File: src/rtl/mips_pkg.sv
// Shared defaults for the register-file slice: widths and the hard-wired zero index.
package mips_pkg;
  localparam int DEFAULT_DATA_WIDTH = 32;
  localparam int DEFAULT_ADDR_WIDTH = 5;
  localparam int REG_ZERO           = 0;
endpackage

File: src/rtl/reg_scoreboard.sv
// Busy-bit tracking for long-latency destinations plus a registered pending count
// that always equals the popcount of the busy vector.
module reg_scoreboard
  import mips_pkg::*;
#(
  parameter int ADDR_WIDTH = DEFAULT_ADDR_WIDTH
) (
  input  logic                      clk,
  input  logic                      rst,
  input  logic                      write_en,
  input  logic [ADDR_WIDTH-1:0]     write_reg,
  input  logic                      issue_en,
  input  logic [ADDR_WIDTH-1:0]     issue_reg,
  output logic [2**ADDR_WIDTH-1:0]  busy,
  output logic [ADDR_WIDTH:0]       pending_count
);
  localparam int NREG = 2**ADDR_WIDTH;

  logic [NREG-1:0]   busy_reg;
  logic [NREG-1:0]   busy_next;
  logic [ADDR_WIDTH:0] count_reg;
  logic [ADDR_WIDTH:0] count_next;
  logic write_q;
  logic issue_q;
  logic inc;
  logic dec;

  assign write_q = write_en && (write_reg != ADDR_WIDTH'(REG_ZERO));
  assign issue_q = issue_en && (issue_reg != ADDR_WIDTH'(REG_ZERO));

  // Issue is applied after the write-back clear, so a same-edge pair leaves the bit set.
  genvar gi;
  generate
    for (gi = 0; gi < NREG; gi++) begin : g_busy
      if (gi == REG_ZERO) begin : g_zero
        assign busy_next[gi] = 1'b0;
      end else begin : g_bit
        assign busy_next[gi] = (issue_q && (issue_reg == ADDR_WIDTH'(gi))) ||
                               (busy_reg[gi] && !(write_q && (write_reg == ADDR_WIDTH'(gi))));
      end
    end
  endgenerate

  always_comb begin
    inc        = issue_q && !busy_reg[issue_reg];
    dec        = write_q && busy_reg[write_reg] && !(issue_q && (issue_reg == write_reg));
    count_next = count_reg + (ADDR_WIDTH+1)'(inc) - (ADDR_WIDTH+1)'(dec);
  end

  always_ff @(posedge clk) begin
    if (rst) begin
      busy_reg  <= '0;
      count_reg <= '0;
    end else begin
      busy_reg  <= busy_next;
      count_reg <= count_next;
    end
  end

  assign busy          = busy_reg;
  assign pending_count = count_reg;
endmodule

File: src/rtl/reg_file.sv
// Two-read/one-write register file with index 0 hard-wired to zero and a busy scoreboard.
// Optional same-cycle write-to-read forwarding when REG_BYPASS_EN is defined.
module reg_file
  import mips_pkg::*;
#(
  parameter int DATA_WIDTH = DEFAULT_DATA_WIDTH,
  parameter int ADDR_WIDTH = DEFAULT_ADDR_WIDTH
) (
  input  logic                  clk,
  input  logic                  rst,
  input  logic [ADDR_WIDTH-1:0] ReadReg1,
  input  logic [ADDR_WIDTH-1:0] ReadReg2,
  input  logic                  Use1,
  input  logic                  Use2,
  input  logic [ADDR_WIDTH-1:0] WriteReg,
  input  logic                  RegWrite,
  input  logic [DATA_WIDTH-1:0] WriteData,
  input  logic                  IssueValid,
  input  logic [ADDR_WIDTH-1:0] IssueReg,
  output logic [DATA_WIDTH-1:0] ReadData1,
  output logic [DATA_WIDTH-1:0] ReadData2,
  output logic                  Stall,
  output logic [ADDR_WIDTH:0]   PendingCount
);
  localparam int NREG = 2**ADDR_WIDTH;

  logic [DATA_WIDTH-1:0] regs [NREG];
  logic [NREG-1:0]       busy;
  logic                  write_q;
  logic                  fwd1;
  logic                  fwd2;

  assign write_q = RegWrite && (WriteReg != ADDR_WIDTH'(REG_ZERO));

  always_ff @(posedge clk) begin
    if (rst) begin
      for (int i = 0; i < NREG; i++) regs[i] <= '0;
    end else if (write_q) begin
      regs[WriteReg] <= WriteData;
    end
  end

`ifdef REG_BYPASS_EN
  assign fwd1 = write_q && (WriteReg == ReadReg1);
  assign fwd2 = write_q && (WriteReg == ReadReg2);
`else
  assign fwd1 = 1'b0;
  assign fwd2 = 1'b0;
`endif

  always_comb begin
    ReadData1 = '0;
    ReadData2 = '0;
    if (fwd1) ReadData1 = WriteData;
    else if (ReadReg1 != ADDR_WIDTH'(REG_ZERO)) ReadData1 = regs[ReadReg1];
    if (fwd2) ReadData2 = WriteData;
    else if (ReadReg2 != ADDR_WIDTH'(REG_ZERO)) ReadData2 = regs[ReadReg2];
  end

  // A forwarded operand is satisfied this cycle, so it cannot stall.
  assign Stall = (Use1 && busy[ReadReg1] && !fwd1) || (Use2 && busy[ReadReg2] && !fwd2);

  reg_scoreboard #(.ADDR_WIDTH(ADDR_WIDTH)) u_scoreboard (
    .clk           (clk),
    .rst           (rst),
    .write_en      (RegWrite),
    .write_reg     (WriteReg),
    .issue_en      (IssueValid),
    .issue_reg     (IssueReg),
    .busy          (busy),
    .pending_count (PendingCount)
  );
endmodule

File: config.mk
export PLATFORM = sky130hd
export DESIGN_NAME = reg_file
export DESIGN_NICKNAME = d
export VERILOG_FILES = /design/src/rtl/mips_pkg.sv /design/src/rtl/reg_scoreboard.sv /design/src/rtl/reg_file.sv
export SDC_FILE = /design/constraint.sdc
export NUM_CORES = 2
export LEC_CHECK = 0
export BUFFER_PORTS_ARGS = -buffer_cell sky130_fd_sc_hd__buf_2
export CAP_MARGIN = 0
export CORE_UTILIZATION = 25
export CTS_CLUSTER_DIAMETER = 30
export CTS_CLUSTER_SIZE = 24
export DETAILED_ROUTE_END_ITERATION = 12
export GPL_ROUTABILITY_DRIVEN = 1
export PLACE_DENSITY_LB_ADDON = 0.1
export SYNTH_ARGS = -nofsm -noshare
export SYNTH_HDL_FRONTEND = slang
export SYNTH_SLANG_ARGS = --single-unit
File: constraint.sdc
create_clock -name clk -period 5.6 [get_ports clk]
set_clock_uncertainty 0.1 [all_clocks]
set_input_delay 0.28 -clock clk [delete_from_list [all_inputs] [get_ports clk]]
set_output_delay 0.28 -clock clk [all_outputs]
set_load 0.02 [all_outputs]
==> impl_metrics.json <==
{
  "cts_tree": "done",
  "grt_pass1_vias": 36835,
  "hold_violations": 0,
  "synth_edf_count": 1024,
  "worstHoldStart": "WriteData[24]",
  "cts_setup_buffers": 0,
  "initial_core_util": 0.252,
  "postPlaceCellArea_sq_mm": 0.0613,
  "fin_area_sq_mm": 0.0724,
  "synth_mux_area_frac": 0.269,
  "drcViolationCount": 0,
  "synth-seq-cells": 1061,
  "power_density_mw_per_mm2": 418,
  "syn_area_sq_mm": 0.0568,
  "die_width_um": 479,
  "slew_headroom": 0.244,
  "drt_wl_total_mm": 230,
  "grt_pass1_wl_mm": 316,
  "timing.rr.start": "u_scoreboard.busy[26]$_SDFF_PP0_",
  "synth_commonest_cells": "1024 x edfxtp_1, 993 x and2_1, 673 x mux4_2, 268 x clkbuf_1, 108 x inv_1",
  "setup_tns_ps": 0,
  "clk_path_buf_depth": 4,
  "maxCapViolCount": 0,
  "worstPathMaxFanout": 51,
  "vias": 34512,
  "worst-setup-path-type": "input port to output pin",
  "whs_endpoint": "regs[20][24]$_SDFFCE_PN0P_",
  "final_util": 0.321,
  "synth_area_leader_cell": "edfxtp_1",
  "synth-simple-area-share": 0.124,
  "fp.coreArea_sq_mm": 0.225,
  "syn2layout_area_growth_pct": 27.4,
  "die_h_um": 479,
  "r2r_cells": 13,
  "grt_max_degree": 79,
  "whs_path_depth": 2,
  "power_frac_comb": 0.093,
  "netlist.area_leader.share": 0.541,
  "ir_worst_vdd_mv": 0.238,
  "worstHoldPathType": "input port to flip-flop",
  "startpoint_type": "input port",
  "fmax_ghz": 0.288,
  "fin_crit_ps": 3470,
  "synth_cells": 3573,
  "yosysWarnings": 0,
  "gp_congestion": 0.825,
  "drive_above_1_share": 0.357,
  "synth_compound_area_frac": 0.0147,
  "rsz0062_at_grt": "no",
  "first_pass_iters": 6,
  "rows": 174,
  "finalCritPeriodShare": 0.620,
  "outcome": "complete, no violations",
  "dp_hpwl_mm": 135,
  "synthFlopType": "edfxtp_1",
  "path_clk_slew_ps": 40,
  "power_frac_clock": 0.596,
  "total_power_uw": 30300,
  "cts-root-buf": "clkbuf_16",
  "cts_sinks": 1061,
  "vias_per_cell": 4.87,
  "cts-buffers-inserted": 319,
  "tightest_slew_ps": 1130,
  "intPower_uw": 23200,
  "ios": 129,
  "arrival_ps": 3090,
  "avgSynthCellArea_sq_um": 15.9,
  "sw_frac_of_total": 0.234,
  "wl_per_cell_um": 32.5,
  "worstSkewPairLatency_ps": 880,
  "antenna_found_initial": 32,
  "pwr-share-seq": 0.311,
  "ys_seq_area_frac": 0.554,
  "grt_use_total": 0.201,
  "port_buffers": 128,
  "setup_viol_count_final": 0,
  "switchingPower_uw": 7080,
  "synth_top_family_by_area": "multiplexers",
  "power_leakage_uw": 0.0252,
  "post_synth_num_cell_types": 44,
  "synthAdderAreaFrac": 0.00167,
  "required_ps": 5220,
  "rr_endpoint": "u_scoreboard.pending_count[4]$_SDFF_PP0_",
  "maxSlewViolCount": 0,
  "largest_register_ffs": 1024,
  "r2r_setup_slack_ps": 2220,
  "synth.most_common_cell": "edfxtp_1",
  "antenna_left": 0,
  "cts_max_level": 5,
  "nets": 3908,
  "grt.overflow.total": 0,
  "drtIter0Drc": 2835,
  "endpoint_kind": "output pin",
  "netlist_top_cells_area": "edfxtp_1 54%, mux4_2 27%, and2_1 11%, clkbuf_1 1.8%, dfxtp_1 1.3%",
  "synthArstFlopShare": 0,
  "die_area_sq_mm": 0.229,
  "synth-xor-area-share": 0.00139
}
-- cells in the final DEF (no fill, tap or decap), types with 6 or more instances in the layout --
master	synthesis	layout
o21ai_0	19	19
nor2_4	0	25
nor3_2	0	6
dlygate4sd3_1	0	43
ha_1	6	6
diode_2	0	19
nand2b_1	10	7
edfxtp_1	1024	1024
clkbuf_8	0	8
and2_1	993	993
clkinv_2	0	46
clkbuf_16	0	326
o22ai_1	12	12
o21ai_1	64	64
nor2_1	45	20
inv_6	0	6
clkbuf_1	268	43
a21o_2	0	25
inv_1	108	107
clkinvlp_4	0	21
mux4_2	673	673
buf_12	0	20
clkinv_1	0	51
buf_4	12	104
buf_2	60	120
bufinv_16	0	51
nand2_1	103	103
dfxtp_1	37	37
nor2b_1	9	9
conb_1	1	32
-- stage by stage --
step	std cells	hold slack [ps]	setup WS [ps]
after global placement	6471	407	1820
after CTS	7070	16.4	2090
after floorplan	3604	362	2290
after global routing	7074	49.2	1990
final	7089	73.2	2130
after detailed placement	6471	413	1860
-- what timing repair did --
item	4_1_cts	5_1_grt
hold buffers	43	0
gates resized for setup	0	0
hold endpoints to repair	920	0
setup endpoints to repair	0	0
-- layer usage --
metal,track usage,vias to the layer above,part of all wire
met3,0.0280,378,0.043
li1,-,14353,-
met1,0.263,18708,0.43
met2,0.337,1073,0.49
met4,0.0760,0,0.036
met5,0,-,0
-- area by class of cell --
cell class              count  area [sq um]
clock inverters           180          2210
repair buffers            294          2310
clock buffers             376          8420
inverters                 108           410
well taps                2992          3740
multi-input cells        2059         23700
flip-flops and latches   1061         31500
fillers                 21778        153000
diodes                     19          47.5
-- logic make-up (layout without fill, tap and decap cells) --
| logic type | count (synthesis) | after routing |
|---|---|---|
| muxes | 683 | 683 |
| other | 1 | 51 |
| AOI/OAI and AO/OA | 141 | 141 |
| and+or+nand+nor | 1187 | 1187 |
| xor gates and xnor gates | 9 | 9 |
| buffers and inverters | 484 | 958 |
| DFF | 1061 | 1061 |
| adders and majority gates | 7 | 7 |
-- power groups by stage --
stage | combinational [uW] | clock [uW] | sequential, uW
floorplan | 1650 | 0 | 9460
global route | 2940 | 18700 | 9460
global placement | 2830 | 0 | 9530
CTS | 2860 | 18300 | 9410
finish | 2820 | 18000 | 9410
detailed placement | 2820 | 0 | 9540
-- critical path: stages --
cell	delay, ps
buf_8	550
buf_4	380
mux4_2	540
mux4_2	490
inv_1	190
o21ai_1	290
buf_2	280
-- worst max path at each step --
stage | startpoint | to | cells past startpoint
after global placement | WriteReg[0] | u_scoreboard.pending_count[5]$_SDFF_PP0_ | 13
after floorplan | WriteReg[0] | u_scoreboard.pending_count[5]$_SDFF_PP0_ | 13
after global routing | u_scoreboard.busy[31]$_SDFF_PP0_ | u_scoreboard.pending_count[4]$_SDFF_PP0_ | 13
after CTS | ReadReg2[0] | ReadData2[11] | 8
final | ReadReg2[0] | ReadData2[6] | 7
after detailed placement | WriteReg[0] | u_scoreboard.pending_count[4]$_SDFF_PP0_ | 14
Note: power is estimated with default switching activity, not from simulation.
